===== config.mk =====
export PLATFORM = sky130hd
export DESIGN_NAME = digit_scan_driver
export DESIGN_NICKNAME = d
export VERILOG_FILES = /design/src/rtl/digit_scan_driver.sv
export SDC_FILE = /design/constraint.sdc
export NUM_CORES = 1
export LEC_CHECK = 0
export CAP_MARGIN = 10
export CORE_MARGIN = 1.5
export CORE_UTILIZATION = 53
export DETAILED_ROUTE_END_ITERATION = 8
export PLACE_DENSITY = 0.81
export SYNTH_ARGS = -nofsm -noshare
export SYNTH_HDL_FRONTEND = slang
export SYNTH_SLANG_ARGS = --single-unit

===== constraint.sdc =====
create_clock -name clk -period 3.4 [get_ports clk]
set_input_delay 0.68 -clock clk [delete_from_list [all_inputs] [get_ports clk]]
set_output_delay 0.68 -clock clk [all_outputs]
set_load 0.01 [all_outputs]

===== src/rtl/digit_scan_driver.sv =====
// Time-multiplexed hex display driver: scans DIGITS common-anode digits,
// one slot of REFRESH_DIV clocks each, from a snapshot of hex_in/dp_in
// taken once per frame so that a frame never mixes two input samples.
//
// Ports:
//   clk, reset     single clock, synchronous active-high reset
//   hex_in         4*DIGITS nibbles, digit 0 in the low nibble (rightmost)
//   dp_in          decimal point request per digit, 1 = lit
//   blank_lz       1 = blank leading zero digits (digit 0 never blanked)
//   enable         1 = scan runs; 0 = freeze scan, display dark
//   an             digit strobes, active-low, one-hot-low while scanning
//   seg            segments {g,f,e,d,c,b,a}, active-low
//   dp             decimal point, active-low
//   digit_sel      index of the digit currently driven
//   bcd_out        nibble currently driven, before blanking
//   frame_tick     one-cycle pulse when the scan wraps to digit 0
module digit_scan_driver #(
  parameter int unsigned DIGITS      = 8,
  parameter int unsigned REFRESH_DIV = 100000
) (
  input  logic                        clk,
  input  logic                        reset,
  input  logic [4*DIGITS-1:0]         hex_in,
  input  logic [DIGITS-1:0]           dp_in,
  input  logic                        blank_lz,
  input  logic                        enable,
  output logic [DIGITS-1:0]           an,
  output logic [6:0]                  seg,
  output logic                        dp,
  output logic [$clog2(DIGITS)-1:0]   digit_sel,
  output logic [3:0]                  bcd_out,
  output logic                        frame_tick
);

  localparam int unsigned SEL_W = $clog2(DIGITS);
  localparam int unsigned CNT_W = $clog2(REFRESH_DIV);
  localparam int unsigned HEX_W = 4 * DIGITS;

  localparam logic [CNT_W-1:0] CNT_LAST = CNT_W'(REFRESH_DIV - 1);
  localparam logic [SEL_W-1:0] IDX_LAST = SEL_W'(DIGITS - 1);

  logic [CNT_W-1:0]  cnt;
  logic [SEL_W-1:0]  idx;
  logic [HEX_W-1:0]  snap_hex;
  logic [DIGITS-1:0] snap_dp;
  logic              load_pending;

  logic              slot_tick_c;
  logic              wrap_c;
  logic              load_c;
  logic [HEX_W-1:0]  cur_hex_c;
  logic [DIGITS-1:0] cur_dp_c;
  logic [3:0]        nib_c;
  logic              dp_bit_c;
  logic              nonzero_c;
  logic              blank_c;

  // Standard active-low hex decode, bit order {g,f,e,d,c,b,a}.
  function automatic logic [6:0] seg_decode(input logic [3:0] n);
    logic [6:0] s;
    case (n)
      4'h0: s = 7'b1000000;
      4'h1: s = 7'b1111001;
      4'h2: s = 7'b0100100;
      4'h3: s = 7'b0110000;
      4'h4: s = 7'b0011001;
      4'h5: s = 7'b0010010;
      4'h6: s = 7'b0000010;
      4'h7: s = 7'b1111000;
      4'h8: s = 7'b0000000;
      4'h9: s = 7'b0010000;
      4'hA: s = 7'b0001000;
      4'hB: s = 7'b0000011;
      4'hC: s = 7'b1000110;
      4'hD: s = 7'b0100001;
      4'hE: s = 7'b0000110;
      default: s = 7'b0001110;
    endcase
    return s;
  endfunction

  // Scan control plus current-digit selection. On a load cycle the fresh
  // sample is used directly so the first digit of a frame already shows it.
  always_comb begin
    slot_tick_c = enable && (cnt == CNT_LAST);
    wrap_c      = slot_tick_c && (idx == IDX_LAST);
    load_c      = load_pending && enable;
    cur_hex_c   = load_c ? hex_in : snap_hex;
    cur_dp_c    = load_c ? dp_in  : snap_dp;
    nib_c       = 4'h0;
    dp_bit_c    = 1'b0;
    nonzero_c   = 1'b0;
    for (int k = 0; k < int'(DIGITS); k++) begin
      if (SEL_W'(k) == idx) begin
        nib_c    = cur_hex_c[4*k +: 4];
        dp_bit_c = cur_dp_c[k];
      end
      // Any nonzero nibble at or above the current digit keeps it visible.
      if ((SEL_W'(k) >= idx) && (cur_hex_c[4*k +: 4] != 4'h0)) begin
        nonzero_c = 1'b1;
      end
    end
    blank_c = blank_lz && (idx != '0) && !nonzero_c;
  end

  // Scan state, snapshot and registered outputs.
  always_ff @(posedge clk) begin
    if (reset) begin
      cnt          <= '0;
      idx          <= '0;
      snap_hex     <= '0;
      snap_dp      <= '0;
      load_pending <= 1'b1;
      an           <= '1;
      seg          <= 7'b1111111;
      dp           <= 1'b1;
      digit_sel    <= '0;
      bcd_out      <= 4'h0;
      frame_tick   <= 1'b0;
    end else begin
      if (enable) begin
        cnt <= slot_tick_c ? '0 : cnt + CNT_W'(1);
        if (slot_tick_c) begin
          idx <= wrap_c ? '0 : idx + SEL_W'(1);
        end
      end
      if (load_c) begin
        snap_hex     <= hex_in;
        snap_dp      <= dp_in;
        load_pending <= 1'b0;
      end
      // A wrap re-arms the load even if enable drops right after it.
      if (wrap_c) begin
        load_pending <= 1'b1;
      end
      frame_tick <= wrap_c;
      digit_sel  <= idx;
      bcd_out    <= nib_c;
      if (enable) begin
        an  <= ~(DIGITS'(1) << idx);
        seg <= blank_c ? 7'b1111111 : seg_decode(nib_c);
        dp  <= blank_c ? 1'b1 : ~dp_bit_c;
      end else begin
        an  <= '1;
        seg <= 7'b1111111;
        dp  <= 1'b1;
      end
    end
  end

endmodule


## Word level (Yosys, flattened, before mapping)

Memories as Yosys holds them, arrays and structs flattened. A register that Yosys moved wholly into a read port is not among the register bits.
Index checks and enable logic that the tools add are counted.

| storage, ports and cells | value |
|---|---|
| register bits | 78 |
| memories kept | 1 |
| logic and storage cells | 90 |
| latch bits | 0 |
| output and inout port bits | 24 |
| bits of input ports | 44 |
| RAM bits | 0 |
| ROM bits | 112 |

Memory list:

| name | depth | width | rd ports | clocked after Yosys merged registers in | wr ports | RTL line | RTL |
|---|---|---|---|---|---|---|---|
| (name not given) | 16 | 7 | 1 | 1 | 0 | 61 | `case (n)` |

| operators by class | value |
|---|---|
| equal/unequal tests | 9 |
| magnitude comparators | 8 |
| reduce and logical (&&, ||, !) cells | 28 |
| shift operators | 1 |
| add/subtract/negate cells | 2 |
| divide/modulo/power cells | 0 |
| bitwise operators | 3 |
| multiplexer cells | 28 |
| multiply operators | 0 |

Operators with widths:

| kind | count |
|---|---|
| two-way mux 32 bit | 1 |
| two-way mux 4 bit | 8 |
| nonzero test 4 bit | 8 |
| adder 17 x 1 -> 17 bit, second input constant | 1 |
| == test 17 bit, second input constant | 1 |
| two-way mux 17 bit | 1 |
| two-way mux 1 bit | 16 |
| logical AND 1 bit | 13 |
| == test 3 bit, first input constant | 4 |
| >= comparator 3 bit, first input constant | 4 |
| two-way mux 8 bit | 1 |
| inverter 8 bit | 1 |
| << shifter 1 x 3 -> 8 bit, first input constant | 1 |
| == test 2 x 3 -> 1 bit, first input constant | 2 |
| >= comparator 1 x 3 -> 1 bit, first input constant | 2 |
| >= comparator 2 x 3 -> 1 bit, first input constant | 2 |
| OR reduction 2 bit | 2 |
| adder 3 x 1 -> 3 bit, second input constant | 1 |
| == test 1 x 3 -> 1 bit, first input constant | 1 |
| == test 3 bit, second input constant | 1 |
| logical NOT 3 bit | 1 |
| two-way mux 3 bit | 1 |
| nonzero test 3 bit | 1 |
| OR reduction 3 bit | 1 |
| 3 further kinds | 4 |

## Depth between registers and ports, before layout

| logic depth | value |
|---|---|
| depth after elaboration | 15 |
| depth in mapped cells | 14 |

## Worst setup path after synthesis

OpenSTA, ideal clock, no wires.

| timing | value |
|---|---|
| path type | register to register |
| start point | reg idx[0] |
| end point | reg seg[3] |
| required time | 3.275 ns |
| path buffers | 1 |
| period minus slack after synthesis | 2.714 ns |
| stages on the path, launching flop included | 15 |
| path slack | 0.686 ns |
| arrival | 2.589 ns |
| path through | dfxtp_1 -> buf_2 -> inv_1 -> ha_1 -> or3_1 -> a211oi_1 -> o22ai_1 -> a31o_2 -> nand2_1 -> inv_1 -> ha_1 -> inv_1 -> a211oi_1 -> a211oi_1 -> o21ai_0 |

| on the way | value |
|---|---|
| elaborated cells between the ends (all ways) | 45 |
| classes of those cells | 8 x order compare; 7 x eq/ne; 16 x mux; 14 x reduce/logical |

RTL lines:

| what | RTL line | RTL |
|---|---|---|
| from (decl) | 43 | `logic [SEL_W-1:0] idx;` |
| from (signal assigned) | 124 | `idx <= wrap_c ? '0 : idx + SEL_W'(1);` |
| logical NOT 3 bit | 94 | `if (SEL_W'(k) == idx) begin` |
| two-way mux 4 bit (7 in series) | 94 |  |
| two-way mux 4 bit * | 94 |  |
| via nib_c[0] | 53 | `logic [3:0] nib_c;` |
| to (decl) | 28 | `output logic [6:0] seg,` |

The timed path passes the listed nets; every way through them passes the cells marked *.
A chain may end at the register's enable or synchronous reset.

## Final worst setup path

| timing | value |
|---|---|
| start point | reg idx[1] |
| end point | reg seg[3] |

The elaborated chain is that of the path after synthesis.

==> results.sh <==
export IMPL_chipHeight_um=91.28
export IMPL_crit_path_start_kind="flop"
export IMPL_cts_post_setup_buffers_inserted=0
export IMPL_finalWeightedCongestion=0.9127
export IMPL_worst_r2r_path_depth=11
export IMPL_final_min_period_over_clock_period_pct=89.28
export IMPL_setup_repair_after_global_routing_missed_its_margin="false"
export IMPL_synth_warning_count=0
export IMPL_dpl_cell_count=624
export IMPL_final_period_minus_worst_setup_slack_ns=3.035
export IMPL_cts_hold_fix_buffers=0
export IMPL_worstPathBufferInverterCount=2
export IMPL_final_net_count=589
export IMPL_postPlaceCellArea_um2=4895
export IMPL_cp_cell_sequence="ha_1 > ha_1 > and3b_1 > a22oi_1 > nand2_1 > inv_1 > ha_1 > inv_1 > a211oi_1 > a211oi_1 > o21ai_0"
export IMPL_number_of_drc_violations_after_detailed_routing_iteration_0=388
export IMPL_syn_to_final_growth_pct=23.30
export IMPL_critical_path_most_common_cell="sky130_fd_sc_hd__ha_1"
export IMPL_ys_seq_area_share_pct=41.20
export IMPL_vias_per_cell=5.853
export IMPL_rr_startpoint="idx[1]$_SDFFE_PP0P_"
export IMPL_intPower_mw=1.554
export IMPL_n_antenna_cell=0
export IMPL_timing_critical_path_fanout_max=13
export IMPL_combPwrFrac_pct=15.1
export IMPL_grt_remaining_overflow=0
export IMPL_design_portCount=68
export IMPL_final_fill_count=625
export IMPL_worst_endpoint_arrival_ns=3.32
export IMPL_drt_pre_antenna_iters=5
export IMPL_grt_pass1_vias=3592
export IMPL_setup_viol=0
export IMPL_netlist_instances=468
export IMPL_global_route_usage_total_pct=26.24
export IMPL_worst_slew_margin_rel_pct=62.96
export IMPL_dr_total_vias=3740
export IMPL_syn_area_per_cell_um2=8.825
export IMPL_worstMarginPinSlew_ns=0.5557
export IMPL_ant_nets=0
export IMPL_setup_worst_path_class="reg -> reg"
export IMPL_cts_max_path_buffers=2
export IMPL_hold_depth=2
export IMPL_cts_resized=0
export IMPL_power_total_mw=2.089
export IMPL_cp_slowest_stage_delay_ns=0.62
export IMPL_antenna_violations_before_repair=0
export IMPL_min_from="snap_hex[30]$_SDFF_PP0_"
export IMPL_finClkSkew_ns=0.01113
export IMPL_core_rowCount=32
export IMPL_slowest_stage="sky130_fd_sc_hd__dfxtp_1"
export IMPL_finalSetupTns_ns=0
export IMPL_yosys_most_used_dff="sky130_fd_sc_hd__dfxtp_1"
export IMPL_post_route_util_pct=66.59
export IMPL_worstSkewPairLatency_ns=0.36
export IMPL_synth_fp_nets=524
export IMPL_hold_path_class="reg -> reg"
export IMPL_initial_core_util_pct=54.01
export IMPL_core_region_area_um2=7647
export IMPL_layout_cells_sized_above_1_pct=7.635
export IMPL_max_freq_ghz=0.3294
export IMPL_synthDistinctLibCells=59
export IMPL_cp_top_family="compound AO/OA/AOI/OAI gates"
export IMPL_p_sw_mw=0.5351
export IMPL_worst_hold_path_endpoint="snap_hex[30]$_SDFF_PP0_"
export IMPL_detailed_placement_hpwl_um=7829
export IMPL_setup_worst_path_end_class="flop"
export IMPL_sequentialPowerShare_pct=50.6
export IMPL_power_density_cell_area_nw_per_um2=410.3
export IMPL_drc=0
export IMPL_floorplan_die_area_um2=8331
export IMPL_timing_reg2reg_setup_slack_ns=0.36
export IMPL_timing_final_hold_violations=0
export IMPL_crit_reg2reg_capture="seg[3]$_SDFF_PP1_"
export IMPL_layout_cells_non_filler=639
export IMPL_run_status="completed"
export IMPL_detail_route_wirelength_um=10640
export IMPL_slew_viol_final=0
export IMPL_portBuffers=67
export IMPL_wire_length_of_the_first_global_routing_pass_um=17350
export IMPL_final_cell_area_um2=5092
export IMPL_cts_inserted_buffers=9
export IMPL_postSynthRegisterBits=85
export IMPL_synth_async_reset_ratio_pct=0
export IMPL_clock_power_share_pct=34.3
export IMPL_tritoncts="done"
export IMPL_routed_wire_length_per_instance_um=16.66
export IMPL_netSwitchingFraction_pct=25.61
export IMPL_clock_root_buffer="sky130_fd_sc_hd__clkbuf_8"
export IMPL_cts_max_level=3
export IMPL_cts_sink_count=85
export IMPL_synth_enable_flop_cells=0
export IMPL_clk_transition_reported_paths_ns=0.08
export IMPL_pin_count_of_the_biggest_net_entering_global_routing=34
export IMPL_vdd_drop_max_mv=0.3137
export IMPL_max_cap_viol_count=0
export IMPL_synth_cell_area_um2=4130
export IMPL_die_width_um=91.28
export IMPL_required_time_of_the_critical_path_ns=3.68
export IMPL_leakagePower_nw=2.076
power groups by stage:
stage               Combinational, mW  Sequential, mW  Clock, mW
finish                          0.315            1.06      0.717
global route                    0.344            1.06      0.772
CTS                             0.313            1.06      0.727
detailed placement              0.311            1.08          0
global placement                0.307            1.08          0
floorplan                       0.175            1.09          0
tightest hold or removal path: stages, from the launching register on:
cell and delay, ns:
sky130_fd_sc_hd__dfxtp_1 0.33, sky130_fd_sc_hd__nand2_1 0.06, sky130_fd_sc_hd__a21oi_1 0.06
stage by stage:
step                      setup slack [ns]  hold slack, ns
after CTS                           0.4480          0.4802
after detailed placement            0.2177          0.4677
after global placement              0.2701          0.4624
after floorplan                     0.6861          0.4500
final                               0.3646          0.4824
after global routing                0.1485          0.4865
synthesized netlist by cell type (4+ instances only):
master                      n  area, µm²
sky130_fd_sc_hd__dfxtp_1   85       1702
sky130_fd_sc_hd__clkbuf_1   9      33.78
sky130_fd_sc_hd__buf_6      4      45.04
sky130_fd_sc_hd__a211oi_1  10      75.07
sky130_fd_sc_hd__or4_1      6      45.04
sky130_fd_sc_hd__mux2i_1   29      290.3
sky130_fd_sc_hd__ha_1      12      150.1
sky130_fd_sc_hd__nand4_1    9      56.30
sky130_fd_sc_hd__nor4_1     9      56.30
sky130_fd_sc_hd__inv_1     12      45.04
sky130_fd_sc_hd__and3_1    20      125.1
sky130_fd_sc_hd__nand2_1   27      101.4
sky130_fd_sc_hd__o21a_1    12      90.09
sky130_fd_sc_hd__xor2_1     9      78.83
sky130_fd_sc_hd__buf_2     10      50.05
sky130_fd_sc_hd__o221ai_1   4      35.03
sky130_fd_sc_hd__o21ai_0   18      90.09
sky130_fd_sc_hd__nor2_1    65      244.0
sky130_fd_sc_hd__nand2b_1   4      25.02
sky130_fd_sc_hd__nand3_1   12      60.06
sky130_fd_sc_hd__or3_1      7      43.79
sky130_fd_sc_hd__a21oi_1   23      115.1
sky130_fd_sc_hd__a21boi_0  11      82.58
state kept, by name, summed over array words and instances (netlist names):
| name | count |
|---|---|
| snap_hex | 32 |
| cnt | 17 |
| snap_dp | 8 |
| dp | 1 |
| frame_tick | 1 |
| digit_sel | 3 |
| an | 8 |
| bcd_out | 4 |
| load_pending | 1 |
| seg | 7 |
| idx | 3 |
layout by cell type (no fill, tap or decap), drive strengths merged, types with 4 or more instances in the layout:
master / n
a211oi: 10
a21boi: 13
a21oi: 24
and3: 20
buf: 16
clkbuf: 10
clkdlybuf4s50: 67
dfxtp: 85
ha: 12
inv: 13
mux2i: 29
nand2: 28
nand2b: 4
nand3: 12
nand4: 9
nor2: 65
nor4: 10
o21a: 12
o21ai: 18
o221ai: 4
or3: 7
or4: 6
xor2: 9
cells by family (layout without fill, tap and decap cells):
group	Yosys count	after routing	share of synthesized area [%]
simple gates	181	181	22.75
flops	85	85	41.20
mux	29	29	7.028
buf+inv	41	110	5.119
fa+ha+maj	12	12	3.635
compound gates	108	108	17.72
xor+xnor	12	12	2.545
how the worst max path moves through the flow:
stage                                   start  slack, ns  cells past startpoint                 to
final                     idx[1]$_SDFFE_PP0P_       0.36                     11  seg[3]$_SDFF_PP1_
after global routing      idx[1]$_SDFFE_PP0P_       0.15                     11  seg[3]$_SDFF_PP1_
after floorplan           idx[0]$_SDFFE_PP0P_       0.69                     14  seg[3]$_SDFF_PP1_
after detailed placement               enable       0.22                     13  seg[3]$_SDFF_PP1_
after CTS                 idx[1]$_SDFFE_PP0P_       0.45                     12  seg[3]$_SDFF_PP1_
after global placement                 enable       0.27                      9  seg[6]$_SDFF_PP1_
cell type report:
type | count | area (µm²) | share of cell area, %
repair buffers | 83 | 803.3 | 15.77
inverters | 12 | 45.04 | 0.8845
clock inverters | 5 | 60.06 | 1.179
flip-flops and latches | 85 | 1702 | 33.42
clock buffers | 10 | 137.6 | 2.703
well taps | 102 | 127.6 | 2.506
multi-input cells | 342 | 2217 | 43.54
per-layer routing:
layer	GRT usage, %	up-vias	wire (µm)	share of wire, %
met3	4.858	19	607	5.7
li1	-	1808	-	-
met2	44.28	134	5101	48
met5	0	-	0	0
met4	8.984	0	240	2.3
met1	33.47	1779	4696	44
Power figures use the tool's default switching activity.
